<file path="src/rtl/ezm_prog_feeder_if.sv">
// Bus between the program feeder and its host/core side.
// Optional trace signals exist only when EZM_FEEDER_TRACE_EN is defined.
interface ezm_prog_feeder_if #(
  parameter int DEPTH = 16
);
  localparam int AW = $clog2(DEPTH);

  logic          load_i;
  logic          wr_valid_i;
  logic [5:0]    wr_data_i;
  logic          run_i;
  logic [7:0]    cpu_out_i;
  logic [5:0]    instr_o;
  logic          cpu_rst_o;
  logic          phase_o;
  logic          halt_o;
  logic          full_o;
  logic [AW:0]   prog_len_o;
`ifdef EZM_FEEDER_TRACE_EN
  logic [7:0]    acc_o;
  logic          acc_valid_o;
`endif

`ifdef EZM_FEEDER_TRACE_EN
  modport master (
    output load_i, wr_valid_i, wr_data_i, run_i, cpu_out_i,
    input  instr_o, cpu_rst_o, phase_o, halt_o, full_o, prog_len_o,
    input  acc_o, acc_valid_o
  );

  modport slave (
    input  load_i, wr_valid_i, wr_data_i, run_i, cpu_out_i,
    output instr_o, cpu_rst_o, phase_o, halt_o, full_o, prog_len_o,
    output acc_o, acc_valid_o
  );
`else
  modport master (
    output load_i, wr_valid_i, wr_data_i, run_i, cpu_out_i,
    input  instr_o, cpu_rst_o, phase_o, halt_o, full_o, prog_len_o
  );

  modport slave (
    input  load_i, wr_valid_i, wr_data_i, run_i, cpu_out_i,
    output instr_o, cpu_rst_o, phase_o, halt_o, full_o, prog_len_o
  );
`endif
endinterface

</file>
<file path="src/rtl/ezm_prog_feeder.sv">
// Program store and instruction feeder for the accumulator core.
// Define EZM_FEEDER_TRACE_EN to add the accumulator trace outputs.
module ezm_prog_feeder #(
  parameter int DEPTH = 16
) (
  input logic              clk,
  input logic              rst,
  ezm_prog_feeder_if.slave bus
);
  localparam int AW = $clog2(DEPTH);
  localparam logic [AW:0] FULL_CNT = (AW+1)'(DEPTH);

  typedef enum logic [1:0] {S_IDLE, S_LOAD, S_RUN, S_HALT} state_e;

  state_e      state_q, state_d;
  logic [AW:0] wp_q, wp_d;
  logic [AW:0] prog_len_q, prog_len_d;
  logic [5:0]  hold_q, hold_d;
  logic        cpu_rst_q, cpu_rst_d;
  logic        phase_q, phase_d;
  logic        halt_q, halt_d;
  logic        mem_we;
  logic        fetch_ok;
  logic [5:0]  fetch_word;
  logic [5:0]  mem [DEPTH];

  // Full 8-bit pc is compared so a wrapped pc (e.g. 0xFF) never aliases into the store.
  assign fetch_ok   = {1'b0, bus.cpu_out_i} < 9'(prog_len_q);
  assign fetch_word = fetch_ok ? mem[bus.cpu_out_i[AW-1:0]] : 6'b000000;

  always_comb begin
    state_d    = state_q;
    wp_d       = wp_q;
    prog_len_d = prog_len_q;
    hold_d     = hold_q;
    phase_d    = 1'b0;
    mem_we     = 1'b0;
    unique case (state_q)
      S_IDLE: begin
        if (bus.load_i) begin
          state_d = S_LOAD;
          wp_d    = '0;
        end else if (bus.run_i && (prog_len_q != '0)) begin
          state_d = S_RUN;
        end
      end
      S_LOAD: begin
        if (bus.wr_valid_i && (wp_q < FULL_CNT)) begin
          mem_we = 1'b1;
          wp_d   = wp_q + 1'b1;
        end
        if (!bus.load_i) begin
          state_d    = S_IDLE;
          prog_len_d = wp_d;
        end
      end
      S_RUN: begin
        if (!phase_q) hold_d = fetch_word;
        if (bus.load_i) begin
          state_d = S_IDLE;
        end else if (!phase_q && !fetch_ok) begin
          state_d = S_HALT;
        end else begin
          phase_d = ~phase_q;
        end
      end
      S_HALT: begin
        if (bus.load_i) begin
          state_d = S_LOAD;
          wp_d    = '0;
        end else if (bus.run_i) begin
          state_d = S_RUN;
        end
      end
      default: state_d = S_IDLE;
    endcase
    // Core reset tracks the next state so the core always restarts in fetch with phase 0.
    cpu_rst_d = (state_d != S_RUN);
    halt_d    = (state_d == S_HALT);
  end

  always_ff @(posedge clk) begin
    if (rst) begin
      state_q    <= S_IDLE;
      wp_q       <= '0;
      prog_len_q <= '0;
      hold_q     <= 6'b000000;
      cpu_rst_q  <= 1'b1;
      phase_q    <= 1'b0;
      halt_q     <= 1'b0;
    end else begin
      state_q    <= state_d;
      wp_q       <= wp_d;
      prog_len_q <= prog_len_d;
      hold_q     <= hold_d;
      cpu_rst_q  <= cpu_rst_d;
      phase_q    <= phase_d;
      halt_q     <= halt_d;
    end
  end

  // Program store has no reset; prog_len of zero makes stale words unreachable.
  always_ff @(posedge clk) begin
    if (!rst && mem_we) mem[wp_q[AW-1:0]] <= bus.wr_data_i;
  end

  assign bus.instr_o    = (state_q == S_RUN) ? (phase_q ? hold_q : fetch_word) : 6'b000000;
  assign bus.cpu_rst_o  = cpu_rst_q;
  assign bus.phase_o    = phase_q;
  assign bus.halt_o     = halt_q;
  assign bus.full_o     = (wp_q == FULL_CNT);
  assign bus.prog_len_o = prog_len_q;

`ifdef EZM_FEEDER_TRACE_EN
  logic [7:0] acc_q, acc_d;
  logic       acc_valid_q, acc_valid_d;

  always_comb begin
    acc_d       = acc_q;
    acc_valid_d = 1'b0;
    if ((state_q == S_RUN) && phase_q) begin
      acc_d       = bus.cpu_out_i;
      acc_valid_d = 1'b1;
    end
  end

  always_ff @(posedge clk) begin
    if (rst) begin
      acc_q       <= 8'h00;
      acc_valid_q <= 1'b0;
    end else begin
      acc_q       <= acc_d;
      acc_valid_q <= acc_valid_d;
    end
  end

  assign bus.acc_o       = acc_q;
  assign bus.acc_valid_o = acc_valid_q;
`endif
endmodule

</file>
<file path="src/flat_wrapper.sv">
// flat-port wrapper written by rule: the top's interface ports become plain ports
module ezm_prog_feeder_flat 
#(
  parameter int DEPTH = 16
)
  (clk, rst, bus_load_i, bus_wr_valid_i, bus_wr_data_i, bus_run_i, bus_cpu_out_i, bus_instr_o, bus_cpu_rst_o, bus_phase_o, bus_halt_o, bus_full_o, bus_prog_len_o);
  ezm_prog_feeder_if #(.DEPTH(DEPTH)) bus_i ();
  input logic clk;
  input logic rst;
  input wire logic [$bits(bus_i.load_i)-1:0] bus_load_i;
  input wire logic [$bits(bus_i.wr_valid_i)-1:0] bus_wr_valid_i;
  input wire logic [$bits(bus_i.wr_data_i)-1:0] bus_wr_data_i;
  input wire logic [$bits(bus_i.run_i)-1:0] bus_run_i;
  input wire logic [$bits(bus_i.cpu_out_i)-1:0] bus_cpu_out_i;
  output wire logic [$bits(bus_i.instr_o)-1:0] bus_instr_o;
  output wire logic [$bits(bus_i.cpu_rst_o)-1:0] bus_cpu_rst_o;
  output wire logic [$bits(bus_i.phase_o)-1:0] bus_phase_o;
  output wire logic [$bits(bus_i.halt_o)-1:0] bus_halt_o;
  output wire logic [$bits(bus_i.full_o)-1:0] bus_full_o;
  output wire logic [$bits(bus_i.prog_len_o)-1:0] bus_prog_len_o;
  assign bus_i.load_i = bus_load_i;
  assign bus_i.wr_valid_i = bus_wr_valid_i;
  assign bus_i.wr_data_i = bus_wr_data_i;
  assign bus_i.run_i = bus_run_i;
  assign bus_i.cpu_out_i = bus_cpu_out_i;
  assign bus_instr_o = bus_i.instr_o;
  assign bus_cpu_rst_o = bus_i.cpu_rst_o;
  assign bus_phase_o = bus_i.phase_o;
  assign bus_halt_o = bus_i.halt_o;
  assign bus_full_o = bus_i.full_o;
  assign bus_prog_len_o = bus_i.prog_len_o;
  ezm_prog_feeder #(.DEPTH(DEPTH)) u_core (.clk(clk), .rst(rst), .bus(bus_i));
endmodule
</file>
<file path="config.mk">
export PLATFORM = sky130hd
export DESIGN_NAME = ezm_prog_feeder_flat
export DESIGN_NICKNAME = d
export VERILOG_FILES = /design/src/rtl/ezm_prog_feeder_if.sv /design/src/rtl/ezm_prog_feeder.sv /design/src/flat_wrapper.sv
export SDC_FILE = /design/constraint.sdc
export NUM_CORES = 1
export LEC_CHECK = 0
export CELL_PAD_IN_SITES_DETAIL_PLACEMENT = 1
export CELL_PAD_IN_SITES_GLOBAL_PLACEMENT = 1
export CORE_MARGIN = 3
export CORE_UTILIZATION = 53
export DETAILED_ROUTE_END_ITERATION = 8
export PLACE_DENSITY = 0.92
export RECOVER_POWER = 25
export SYNTH_ARGS = -nofsm -noshare
export SYNTH_HDL_FRONTEND = slang
export SYNTH_SLANG_ARGS = --single-unit
</file>
<file path="constraint.sdc">
create_clock -name clk -period 6.1 [get_ports clk]
set_clock_uncertainty 0.2 [all_clocks]
set_input_delay 0.915 -clock clk [delete_from_list [all_inputs] [get_ports clk]]
set_output_delay 0.915 -clock clk [all_outputs]
set_load 0.01 [all_outputs]
</file>
Yosys cells after proc, flatten, opt, wreduce, memory -nomap -nowiden
Memories as Yosys holds them, arrays and structs flattened.
Index checks and enable logic that the tools add are counted.
Widths: inputs -> output; s select.
{"block": "totals", "memories": 1, "reg_bits": 21, "in_bits": 19, "output_inout_bits": 15, "wordCells": 53, "ramBits": 96}
{"block": "classes", "order_cmp": 2, "n_eq_ne": 7, "reduce_logical": 14, "n_bitwise": 3, "n_addsub": 1, "muxes": 18}
{"memory": "u_core.mem", "words": 16, "word_bits": 6, "rd": 1, "rd_clocked_by_memory_dff": 0, "wr": 1, "line_no": "ezm_prog_feeder.sv:25", "text": "logic [5:0] mem [DEPTH];"}
{"operator": "$mux 6", "count": 3}
{"operator": "$mux 2", "count": 7}
{"operator": "$mux 5", "count": 2}
{"operator": "$pmux 5 s2", "count": 1}
{"operator": "$lt 8x5->1", "count": 1}
{"operator": "$pmux 2 s4", "count": 1}
{"operator": "$eq 2x2->1 const B", "count": 3}
{"operator": "$add 5x1->5 const B", "count": 1}
{"operator": "$eq 5x5->1 const B", "count": 1}
{"operator": "$lt 5x5->1 const B", "count": 1}
{"operator": "$reduce_bool 5->1", "count": 1}
{"operator": "$logic_and 1x1->1", "count": 4}
{"operator": "$mux 1", "count": 4}
{"operator": "$reduce_and 2->1", "count": 2}
{"operator": "$reduce_or 4->1", "count": 1}
{"operator": "$logic_not 1->1", "count": 3}
{"operator": "$not 1->1", "count": 3}
{"operator": "$eq 2x1->1 const B", "count": 1}
{"operator": "$logic_not 2->1", "count": 1}
{"operator": "$ne 2x1->1 const B", "count": 1}
{"operator": "$ne 2x2->1 const B", "count": 1}
{"operator": "$reduce_bool 2->1", "count": 1}
{"operator": "$reduce_or 2->1", "count": 1}

Depth between registers and ports, before layout
Gate-level depths: netlist of run 1.
{"block": "depth", "ltp_word": 7, "mapped_depth": 8, "mapped_depth_nobuf": 7}

Least setup slack after synthesis of run 1
No wires, ideal clock.
{"block": "synth_path", "path_type": "input to output", "from": "input bus_cpu_out_i[0]", "to": "output bus_instr_o[3]", "path_slack_ns": 2.799, "path_buffers": 2, "t_arrival_ns": 2.186, "t_required_ns": 4.985, "cell_stages": 6, "cell_sequence": "buf_6 -> buf_12 -> mux4_1 -> a22oi_1 -> nand2_1 -> a22o_1"}
{"block": "synth_between", "elab_chain_len": 4, "word_cells_on_any_way": 5, "classes_between": "1 x order compare; 3 x mux; 1 x memory"}
{"element": "start, declared", "line_no": "flat_wrapper.sv:14", "text": "input wire logic [$bits(bus_i.cpu_out_i)-1:0] bus_cpu_out_i;"}
{"element": "$lt 8x5->1 / $mem_v2 16x6 (equally long branches)"}
{"element": "$mux 6 (*)", "line_no": "ezm_prog_feeder.sv:29", "text": "assign fetch_word = fetch_ok ? mem[bus.cpu_out_i[AW-1:0]] : 6'b000000;"}
{"element": "$mux 6 (*) (2 in a row)", "line_no": "ezm_prog_feeder.sv:107", "text": "assign bus.instr_o = (state_q == S_RUN) ? (phase_q ? hold_q : fetch_word) : 6'b000000;"}
{"element": "end, declared", "line_no": "flat_wrapper.sv:15", "text": "output wire logic [$bits(bus_i.instr_o)-1:0] bus_instr_o;"}
Mark *: on every way between the ends. The rest lies on a longest branch, timed or not.

Worst setup path in the final report of run 1
{"block": "layout_path", "from": "input bus_cpu_out_i[2]", "to": "output bus_instr_o[4]"}
Same word-level chain as after synthesis.

==> flow_metrics.py, run 1 <==
metrics = {
    "run_status": {
        "status": "completed",
    },
    "worst_setup_path": {
        "series_of_cell_instances_along_the_critical_path": "clkdlybuf4s50_1, buf_4, ha_1, o211ai_1, o211ai_1, a21oi_1, a22o_1, clkdlybuf4s50_1",
        "cp_data_arrival_time_ns": 3.55,
        "critPathCapture": "bus_instr_o[4]",
        "crit_path_start_kind": "primary input",
        "timing.critical_path.from": "bus_cpu_out_i[2]",
        "cp_max_fo": 25,
        "regToRegStartpoint": "u_core.state_q[0]",
        "worst_ep_required_time_ns": 4.98,
        "critPathKind": "in2out",
        "reg2regPathDepth": 4,
        "timing.critical_path.to_type": "output pin",
        "regToRegSetupSlack_ns": 3.14,
        "timing.critical_path.slowest_cell_delay_ns": 0.53,
        "timing.critical_path.slowest_stage_cell": "sky130_fd_sc_hd__clkdlybuf4s50_1",
        "worst_r2r_dst": "u_core.mem[1][2]",
    },
    "cts": {
        "cts-buffers-inserted": 17,
        "cts.repair.resized": 0,
        "clk_sinks": 117,
        "clk-insertion-delay-late_ns": 0.52,
        "clk_root_buffer_cell": "sky130_fd_sc_hd__clkbuf_8",
        "clock_tree.buffer_depth": 2,
        "clk_pin_slew_worst_paths_ns": 0.06,
        "h_tree_levels": 4,
        "postCtsSetupBuffers": 0,
        "cts_tree": "built",
        "post_cts_hold_buffer_count": 0,
    },
    "floorplan": {
        "io-pin-count": 34,
        "die_width_microns": 103,
        "die_height_microns": 103,
        "core.rowCount": 34,
        "floorplan.core_area_sq_um": 8930,
        "start_util_pct": 56.1,
        "floorplan.die_area_sq_um": 10700,
    },
    "timing": {
        "worst_slew_margin_rel_pct": 15.7,
        "slew_violations": 0,
        "worstMarginPinSlew_ns": 1.26,
        "report.final.hold_viol_count": 0,
        "timing.final.crit_share_pct": 76.4,
        "achievable-frequency_mhz": 214,
        "clock_period_minus_final_worst_setup_slack_ns": 4.66,
        "setup_total_negative_slack_ns": 0,
        "worst_slack_ns": 1.44,
        "grt_setup_unrepaired": "false",
        "finalSetupViolCount": 0,
    },
    "power": {
        "worst_supply_voltage_drop_on_vdd_uv": 309,
        "p_comb_share_pct": 8.9,
        "leakage_nw": 2.01,
        "power_density_nw_per_um2": 349,
        "switchingPower_uw": 511,
        "sw_frac_of_total_pct": 24.4,
        "power.internal_mw": 1.58,
        "proportion_of_power_drawn_by_flip_flops_and_latches_pct": 42.4,
        "clockPowerShare_pct": 48.7,
    },
    "global_route": {
        "first_global_vias": 3259,
        "globalRouteTotalUtil_pct": 27.5,
        "first_pass_grt_wire_length_mm": 20.2,
        "grt_max_degree": 26,
        "grt_antenna_before_repair": 0,
        "global_route.overflow_total": 0,
    },
    "logic_synthesis": {
        "synth_top_family_by_area": "multiplexers",
        "yosys.area_share.xor_xnor_pct": 0.524,
        "yosys.cell_types.count": 42,
        "part_of_the_yosys_area_used_for_sequential_elements_pct": 65.9,
        "share_of_synthesized_flip_flops_with_an_asynchronous_set_or_reset_pct": 0,
        "synth_compound_gate_area_share_pct": 8.59,
        "synth-adder-area-share_pct": 3.00,
        "postSynthRegisterBits": 117,
        "post_synthesis_cell_area_sq_um": 5010,
        "post_synthesis_mux_area_share_pct": 11.5,
        "synth_cells": 322,
        "avgSynthCellArea_sq_um": 15.6,
        "synth-edff-count": 96,
        "post_synth_and_or_nand_nor_area_fraction_pct": 7.72,
        "postSynth.topFlopCell": "sky130_fd_sc_hd__edfxtp_1",
        "ys_warn_count": 0,
        "postSynthNetCount": 353,
    },
    "run": {
        "cap_viol_max_count": 0,
    },
    "drt": {
        "drt-pass1-iter-count": 4,
        "met2_wirelength_mm": 6.66,
        "avgViaCountPerCell": 6.50,
        "routed.top_layer": "met4",
        "drt_wl_total_mm": 13.3,
        "postRouteAntennaNets": 0,
        "wirelength_met1_mm": 5.28,
        "count_of_routing_violations_after_the_opening_detailed_route_iteration": 359,
        "drt-wirelength-per-cell_microns": 27.7,
        "remaining_drc_errors": 0,
        "dr_total_vias": 3121,
        "route.met3.wl_microns": 909,
    },
    "layout": {
        "final_design_utilization_pct": 67.2,
        "antenna_cells_inserted": 0,
        "layout_stage_area_growth_over_the_synthesis_result_pct": 19.8,
        "n_fill_cell": 790,
        "design.final.nets": 390,
        "layout-drive-gt1-share_pct": 13.2,
    },
    "placement": {
        "place_hpwl_mm": 8.43,
        "placement.setup.worst_slack_ns": 1.47,
        "numPortBuffers": 33,
        "globalplace.congestion": 0.784,
    },
    "min_path": {
        "worst_hold_startpoint": "u_core.hold_q[2]",
        "holdCritPathClass": "reg2reg",
    },
}
## logic make-up (layout without fill, tap and decap cells)
family          Yosys count  count (layout)
compound gates           59              59
xor+xnor                  3               3
fa+ha+maj                12              12
buf+inv                  27              77
flops                   117             117
mux                      24              24
simple gates             80              80
## layer usage
metal  vias up  GRT usage [%]
met2       149           44.6
met5         -              0
met1      1598           35.8
li1       1341              -
met4         0           11.5
met3        33           6.84
## power groups by stage
stage	logic [mW]	registers (mW)	clock network [mW]
2_1_floorplan	0.110	0.901	0
3_3_place_gp	0.164	0.901	0
3_5_place_dp	0.177	0.902	0
4_1_cts	0.186	0.886	1.03
5_1_grt	0.202	0.888	1.07
6_report	0.186	0.887	1.02
## Yosys cell counts, types with 2 or more instances
| cell type | number | area share [%] |
|---|---|---|
| sky130_fd_sc_hd__edfxtp_1 | 96 | 58 |
| sky130_fd_sc_hd__nor2_1 | 28 | 2.1 |
| sky130_fd_sc_hd__dfxtp_1 | 21 | 8.4 |
| sky130_fd_sc_hd__nand2_1 | 17 | 1.3 |
| sky130_fd_sc_hd__mux4_2 | 14 | 6.3 |
| sky130_fd_sc_hd__a22oi_1 | 13 | 1.9 |
| sky130_fd_sc_hd__a22o_1 | 12 | 2.1 |
| sky130_fd_sc_hd__ha_1 | 12 | 3.0 |
| sky130_fd_sc_hd__inv_1 | 10 | 0.75 |
| sky130_fd_sc_hd__mux4_1 | 10 | 5.2 |
| sky130_fd_sc_hd__clkbuf_1 | 9 | 0.67 |
| sky130_fd_sc_hd__a211oi_1 | 8 | 1.2 |
| sky130_fd_sc_hd__a21oi_1 | 7 | 0.70 |
| sky130_fd_sc_hd__nor2b_1 | 7 | 0.87 |
| sky130_fd_sc_hd__nor3_1 | 7 | 0.70 |
| sky130_fd_sc_hd__nand2b_1 | 6 | 0.75 |
| sky130_fd_sc_hd__o21ai_0 | 6 | 0.60 |
| sky130_fd_sc_hd__and2_1 | 3 | 0.37 |
| sky130_fd_sc_hd__buf_1 | 3 | 0.22 |
| sky130_fd_sc_hd__a221o_1 | 2 | 0.40 |
| sky130_fd_sc_hd__and3_1 | 2 | 0.25 |
| sky130_fd_sc_hd__buf_2 | 2 | 0.20 |
| sky130_fd_sc_hd__buf_6 | 2 | 0.45 |
| sky130_fd_sc_hd__nor3b_1 | 2 | 0.30 |
| sky130_fd_sc_hd__nor4_1 | 2 | 0.25 |
| sky130_fd_sc_hd__o211ai_1 | 2 | 0.30 |
| sky130_fd_sc_hd__o21a_1 | 2 | 0.30 |
| sky130_fd_sc_hd__o22ai_1 | 2 | 0.25 |
| sky130_fd_sc_hd__xor2_1 | 2 | 0.35 |
## layout make-up
cell class                 instances  area (sq um)  area share, %
sequential                       117          3300           55.1
tap                              108           135           2.25
inverter                          10          37.5          0.626
clock inverter                    15           193           3.21
clock buffer                      17           414           6.90
multi-input combinational        178          1570           26.2
timing repair buffer              35           345           5.76
## critical path, delay by kind of cell
family / cells / cell delay (ns)
compound gates: 4 / 1.00
fa+ha+maj: 1 / 0.31
buf+inv: 3 / 1.30
## worst min path at each step
stage / to / slack [ns] / cells after the start
2_1_floorplan: u_core.hold_q[0] / 0.25 / 1
3_3_place_gp: u_core.hold_q[0] / 0.26 / 1
3_5_place_dp: u_core.hold_q[2] / 0.27 / 1
4_1_cts: u_core.hold_q[0] / 0.29 / 1
5_1_grt: u_core.hold_q[2] / 0.30 / 1
6_report: u_core.hold_q[2] / 0.28 / 1
## registers in the layout, summed over array words and instances (netlist names)
name	count
u_core.mem	96
u_core.bus.prog_len_o	5
u_core.bus.cpu_rst_o	1
u_core.wp_q	5
u_core.state_q	2
u_core.bus.phase_o	1
u_core.hold_q	6
u_core.bus.halt_o	1
## stage by stage
step	std cells	hold slack (ns)	power, mW	cell area, sq um
6_report	480	0.280	2.09	6000
5_1_grt	480	0.303	2.16	6000
4_1_cts	480	0.288	2.10	6000
3_5_place_dp	448	0.271	1.08	5390
3_3_place_gp	448	0.262	1.07	5390
2_1_floorplan	322	0.250	1.01	5010
## placed cells by master, fill, tap and decap left out, types with 7 or more instances in the layout
cell type and n:
sky130_fd_sc_hd__clkbuf_16 16, sky130_fd_sc_hd__a22oi_1 13, sky130_fd_sc_hd__edfxtp_1 96, sky130_fd_sc_hd__inv_1 10
sky130_fd_sc_hd__nor2b_1 7, sky130_fd_sc_hd__nand2_1 17, sky130_fd_sc_hd__mux4_1 10, sky130_fd_sc_hd__clkdlybuf4s50_1 29
sky130_fd_sc_hd__nor2_1 28, sky130_fd_sc_hd__dfxtp_1 21, sky130_fd_sc_hd__ha_1 12, sky130_fd_sc_hd__a21oi_1 7
sky130_fd_sc_hd__a211oi_1 8, sky130_fd_sc_hd__a22o_1 12, sky130_fd_sc_hd__mux4_2 14, sky130_fd_sc_hd__nor3_1 7
Power figures use the tool's default switching activity.
==> run 2, diff against run 1 <==
Settings changed: CORE_UTILIZATION 53 to 49, PLACE_DENSITY 0.92 to 0.86.
Clock period 6.1 ns to 4.63 ns, I/O delays scaled along.
==> flow_metrics.py, run 2 (synthesis gave the netlist of run 1 again) <==
metrics = {
    "timing": {
        "worst_slew_margin_rel_pct": 30.3,
        "slew_violations": 0,
        "finalSetupViolCount": 0,
        "achievable-frequency_mhz": 245,
        "report.final.hold_viol_count": 0,
        "timing.final.crit_share_pct": 88.2,
        "clock_period_minus_final_worst_setup_slack_ns": 4.08,
        "grt_setup_unrepaired": "false",
        "setup_total_negative_slack_ns": 0,
        "worstMarginPinSlew_ns": 1.04,
        "whs_ns": 0.295,
    },
    "floorplan": {
        "floorplan.core_area_sq_um": 9860,
        "core.rowCount": 36,
        "floorplan.die_area_sq_um": 11500,
        "io-pin-count": 34,
        "start_util_pct": 50.8,
        "die_width_microns": 107,
        "die_height_microns": 107,
    },
    "min_path": {
        "holdCritPathClass": "reg2reg",
        "worst_hold_path.num_cells": 1,
    },
    "drt": {
        "drt-pass1-iter-count": 5,
        "count_of_routing_violations_after_the_opening_detailed_route_iteration": 296,
        "dr_total_vias": 3110,
        "remaining_drc_errors": 0,
        "postRouteAntennaNets": 0,
        "drt_wl_total_mm": 12.6,
        "drt-wirelength-per-cell_microns": 24.8,
        "avgViaCountPerCell": 6.11,
    },
    "global_route": {
        "first_pass_grt_wire_length_mm": 19.7,
        "globalRouteTotalUtil_pct": 23.8,
        "global_route.overflow_total": 0,
        "first_global_vias": 3334,
        "grt_max_degree": 26,
        "grt_antenna_before_repair": 0,
    },
    "worst_setup_path": {
        "cp_data_arrival_time_ns": 3.19,
        "worst-path-buf-inv": 2,
        "path_delay_family": "buffers and inverters",
        "worst_ep_required_time_ns": 3.74,
        "crit_path_start_kind": "primary input",
        "reg2regPathDepth": 4,
        "timing.critical_path.slowest_cell_delay_ns": 0.70,
        "timing.critical_path.slowest_stage_cell": "sky130_fd_sc_hd__clkdlybuf4s50_1",
        "series_of_cell_instances_along_the_critical_path": "clkdlybuf4s50_1, ha_1, o211ai_1, o211ai_1, a21oi_1, a22o_1, clkdlybuf4s50_1",
        "critPathKind": "in2out",
        "cp_max_fo": 7,
        "crit_path_depth": 7,
        "timing.critical_path.to_type": "output pin",
    },
    "cts": {
        "cts-buffers-inserted": 17,
        "clk_pin_slew_worst_paths_ns": 0.06,
        "post_cts_hold_buffer_count": 0,
        "cts_tree": "built",
        "clk_sinks": 117,
        "clk-insertion-delay-late_ns": 0.52,
        "postCtsSetupBuffers": 0,
        "clock_tree.buffer_depth": 2,
        "clk_root_buffer_cell": "sky130_fd_sc_hd__clkbuf_8",
        "h_tree_levels": 4,
        "cts.repair.resized": 0,
    },
    "layout": {
        "layout.cells.most_common_list": "sky130_fd_sc_hd__edfxtp_1 (96), sky130_fd_sc_hd__clkdlybuf4s50_1 (29), sky130_fd_sc_hd__nor2_1 (28)",
        "layout_stage_area_growth_over_the_synthesis_result_pct": 20.5,
        "layout.cells.most_common": "sky130_fd_sc_hd__edfxtp_1",
        "n_fill_cell": 895,
        "antenna_cells_inserted": 0,
        "largest_reg_flops": 96,
        "design.final.nets": 394,
        "finish.instance_area_sq_um": 6040,
        "final_cells": 509,
        "layout-drive-gt1-share_pct": 13.8,
    },
    "power": {
        "worst_supply_voltage_drop_on_vdd_uv": 332,
        "leakage_nw": 2.01,
        "p_total_mw": 2.68,
        "power_density_nw_per_um2": 444,
    },
    "placement": {
        "dp_cells": 477,
        "post_dp_cell_area_sq_um": 5470,
        "numPortBuffers": 33,
        "place_hpwl_mm": 7.80,
        "globalplace.congestion": 0.772,
    },
    "run_status": {
        "status": "completed",
    },
    "run": {
        "cap_viol_max_count": 0,
    },
}
==> run 2: worst paths after layout <==
path                                          to             start  slack (ns)
worst max-delay path              bus_instr_o[3]  bus_cpu_out_i[2]        0.55
worst min-delay path            u_core.hold_q[0]  u_core.hold_q[0]        0.29
worst max register to register  u_core.mem[2][2]    u_core.wp_q[4]        1.87
worst min register to register  u_core.hold_q[0]  u_core.hold_q[0]        0.29
==> run 2: cell type report <==
| class | count | area (sq um) | area share (%) |
|---|---|---|---|
| clock inverters | 14 | 154 | 2.55 |
| repair buffers | 39 | 388 | 6.42 |
| clock buffers | 18 | 418 | 6.92 |
| multi-input cells | 178 | 1570 | 26.0 |
| well taps | 133 | 166 | 2.76 |
| flip-flops and latches | 117 | 3300 | 54.7 |
| inverters | 10 | 37.5 | 0.622 |
==> run 2: where the power goes <==
group | leakage [nW] | internal, mW | switching (mW)
registers | 1.03 | 1.15 | 0.0155
logic | 0.706 | 0.103 | 0.144
clock network | 0.272 | 0.770 | 0.497
total | 2.01 | 2.02 | 0.656
==> run 2: layer usage <==
layer | track usage [%] | vias to the layer above | wire (microns) | share of wire, %
met5 | 0 | - | 0 | 0
met4 | 9.22 | 0 | 319 | 2.5
met3 | 5.54 | 24 | 823 | 6.5
met2 | 40.0 | 122 | 6520 | 52
met1 | 30.1 | 1606 | 4970 | 39
li1 | - | 1358 | - | -
==> run 2: metrics by stage <==
| stage | utilization (%) | worst slack [ns] |
|---|---|---|
| 2_1_floorplan | - | 1.77 |
| 3_3_place_gp | 55.4 | 0.603 |
| 3_5_place_dp | 55.4 | 0.507 |
| 4_1_cts | 61.2 | 0.512 |
| 5_1_grt | 61.2 | 0.412 |
| 6_report | 61.2 | 0.546 |
==> variant (settings of run 2) <==
The 4 states of `state_e` get a one-hot encoding in 4 bits.
--- a/src/rtl/ezm_prog_feeder.sv
+++ b/src/rtl/ezm_prog_feeder.sv
@@ -11,5 +11,5 @@
   localparam logic [AW:0] FULL_CNT = (AW+1)'(DEPTH);
 
-  typedef enum logic [1:0] {S_IDLE, S_LOAD, S_RUN, S_HALT} state_e;
+  typedef enum logic [3:0] {S_IDLE = 4'b0001, S_LOAD = 4'b0010, S_RUN = 4'b0100, S_HALT = 4'b1000} state_e;
 
   state_e      state_q, state_d;
Check against the original RTL: same outputs for any inputs over 4 cycles, from zero or initial values and one cycle with rst high; so few cycles prove little.
==> variant against run 2 <==
  * Wire length rose by 5.6%
  * Total power down 4.5%
  * Worst setup slack got worse by 0.23 ns
  * Core utilization down 0.51 points
  * Critical path type unchanged
  * Critical endpoint is now bus_instr_o[4]
  * Area after synthesis shrank 0.80%
  * Highest routed layer unchanged
  * Final area decreased by 1.3%
  * Sequential cell count is 2 higher
  * Maximum frequency decreased by 5.2%
==> variant: results (changes against run 2) <==
Initial DRT Pass Iterations 4 (was 5); first-pass GRT wire length 20600 um (was 19730 um); routed wire length per instance 26.43 um (was 24.83 um); DP HPWL 8421 um (was 7798 um); R2R depth 4 (unchanged); worst r2r src u_core.state_q[1]$_SDFF_PP0_ (was u_core.wp_q[4]$_SDFFE_PP0P_); Worst Hold End u_core.hold_q[5]$_SDFFE_PP0P_ (was u_core.hold_q[0]$_SDFFE_PP0P_); pwr/cell area 429.4 nW/um^2 (was 443.9 nW/um^2); Vias per Instance 6.214 (was 6.110); slowest CP cell clkdlybuf4s50_1 (unchanged); Hold WC Path Type reg2reg (unchanged); H-tree depth 4 (unchanged); Iteration-0 DRC Markers 206 (was 296); # nets final 386 (was 394); clk slew on worst S/H paths 0.05 ns; Mapped Nets 347 (was 353); Synth cell types 46 (was 42); Post-synth top cells edfxtp_1, nor2_1, mux4_2 (was edfxtp_1, nor2_1, dfxtp_1); R2R Path End u_core.mem[1][0]$_DFFE_PP_ (was u_core.mem[2][2]$_DFFE_PP_); slew at the pin with the worst max-slew slack 1.168 ns (was 1.037 ns); Synth area leaders edfxtp_1, mux4_2, dfxtp_1, nor2_1, a22o_1 (was edfxtp_1, dfxtp_1, mux4_2, mux4_1, ha_1); Max FO, Critical Path 6 (was 7); gp weighted congestion 0.7473 (was 0.7721); Synth async-reset ratio 0% (unchanged); top sig layer met4 (unchanged); Clock Path Buffers 2 (unchanged); Total GRT Usage 25.65% (was 23.83%); CP Data Arrival Time 3.41 ns (was 3.19 ns); Met2 Routed Length 6834 um (was 6523 um); max FFs per register 96 (unchanged); register area share after synthesis 67.27% (was 65.93%); Net Switching 0.5391 mW (was 0.6565 mW); Hold Startpoint u_core.hold_q[5]$_SDFFE_PP0P_ (was u_core.hold_q[0]$_SDFFE_PP0P_); number of flops mapped to enable cells by yosys 96 (unchanged); antenna violations before repair 0 (unchanged); share of cells above drive strength 1 15.32% (was 13.83%); pin count of the biggest net entering global routing 25 (was 26); Leak Pwr 1.916 nW (was 2.010 nW); Hold Path Stages 1 (unchanged); status complete, no violations (unchanged); final-layout fill cell count 931 (was 895); met1 WL 4964 um (was 4972 um); delay of the slowest critical-path stage 0.64 ns (was 0.70 ns); VDD IR-drop max 0.3382 mV (was 0.3316 mV); port bufs 33 (unchanged); R2R Setup Slk 1.49 ns (was 1.87 ns); vias in the first global route 3434 (was 3334); met3 routed WL 1135 um (was 823 um)
-- variant: cell types whose count changed after synthesis, moves of 2 or more --
| cell | delta |
|---|---|
| nand2_1 | -2 |
| a221o_1 | -2 |
| or4_1 | +2 |
| mux4_1 | -10 |
| nand2b_1 | -2 |
| nor2b_1 | -2 |
| nor2_1 | +2 |
| dfxtp_1 | +2 |
| ha_1 | -4 |
| mux4_2 | +10 |
| a21oi_1 | +3 |
| a211oi_1 | -2 |
-- variant: worst max-delay path: cells and delay by family --
kind / cells / cell delay [ns]
AO/OA/AOI/OAI: 3 / 0.76
AND/OR/NAND/NOR: 1 / 0.48
buffers and inverters: 2 / 1.17
adder cells (fa/ha/maj): 1 / 0.31
-- variant: logic make-up after synthesis --
kind of cell | share of synthesized area [%]
AO/OA/AOI/OAI | 8.107
adder cells (fa/ha/maj) | 2.014
AND/OR/NAND/NOR | 8.787
XOR/XNOR | 0.5288
multiplexers | 10.88
flip-flops | 67.27
buffers and inverters | 2.417
-- variant: layer usage --
metal,track usage (%),vias up
met4,11.78,0
met5,0,-
li1,-,1345
met1,29.97,1603
met2,42.45,156
met3,9.272,34
-- variant: final cells by class --
class,count,area (sq um),share of cell area [%]
Clock inverter,12,133.9,2.246
Clock buffer,20,425.4,7.137
Tap cell,133,166.4,2.792
Sequential cell,119,3343,56.09
Inverter,10,37.54,0.6297
Multi-Input combinational cell,175,1506,25.27
Timing Repair Buffer,36,347.8,5.835
-- variant: through the flow --
step                hold slack (ns)  utilization, %  cells  setup slack, ns  area [sq um]
floorplan                    0.2428               -    320            1.573          4970
global placement             0.2558           55.01    473           0.6128          5401
detailed placement           0.2628           55.01    473           0.3390          5401
CTS                          0.2840           60.70    505           0.3402          5961
global route                 0.3142           60.70    505           0.1626          5961
finish                       0.2892           60.70    505           0.3209          5961
-- variant: how the worst max path moves through the flow --
stage | start | endpoint | cells after the start
global placement | bus_cpu_out_i[3] | bus_instr_o[4] | 7
finish | bus_cpu_out_i[3] | bus_instr_o[4] | 7
global route | bus_cpu_out_i[3] | bus_instr_o[0] | 7
CTS | bus_cpu_out_i[3] | bus_instr_o[4] | 7
detailed placement | bus_cpu_out_i[3] | bus_instr_o[4] | 7
floorplan | bus_cpu_out_i[0] | bus_instr_o[4] | 6
-- variant: power groups by stage --
| stage | clock network [mW] | registers [mW] | logic [mW] |
|---|---|---|---|
| 2_1_floorplan | 0 | 1.18 | 0.0764 |
| 6_report | 1.26 | 1.17 | 0.134 |
| 5_1_grt | 1.32 | 1.17 | 0.144 |
| 3_3_place_gp | 0 | 1.19 | 0.119 |
| 4_1_cts | 1.28 | 1.17 | 0.133 |
| 3_5_place_dp | 0 | 1.19 | 0.128 |
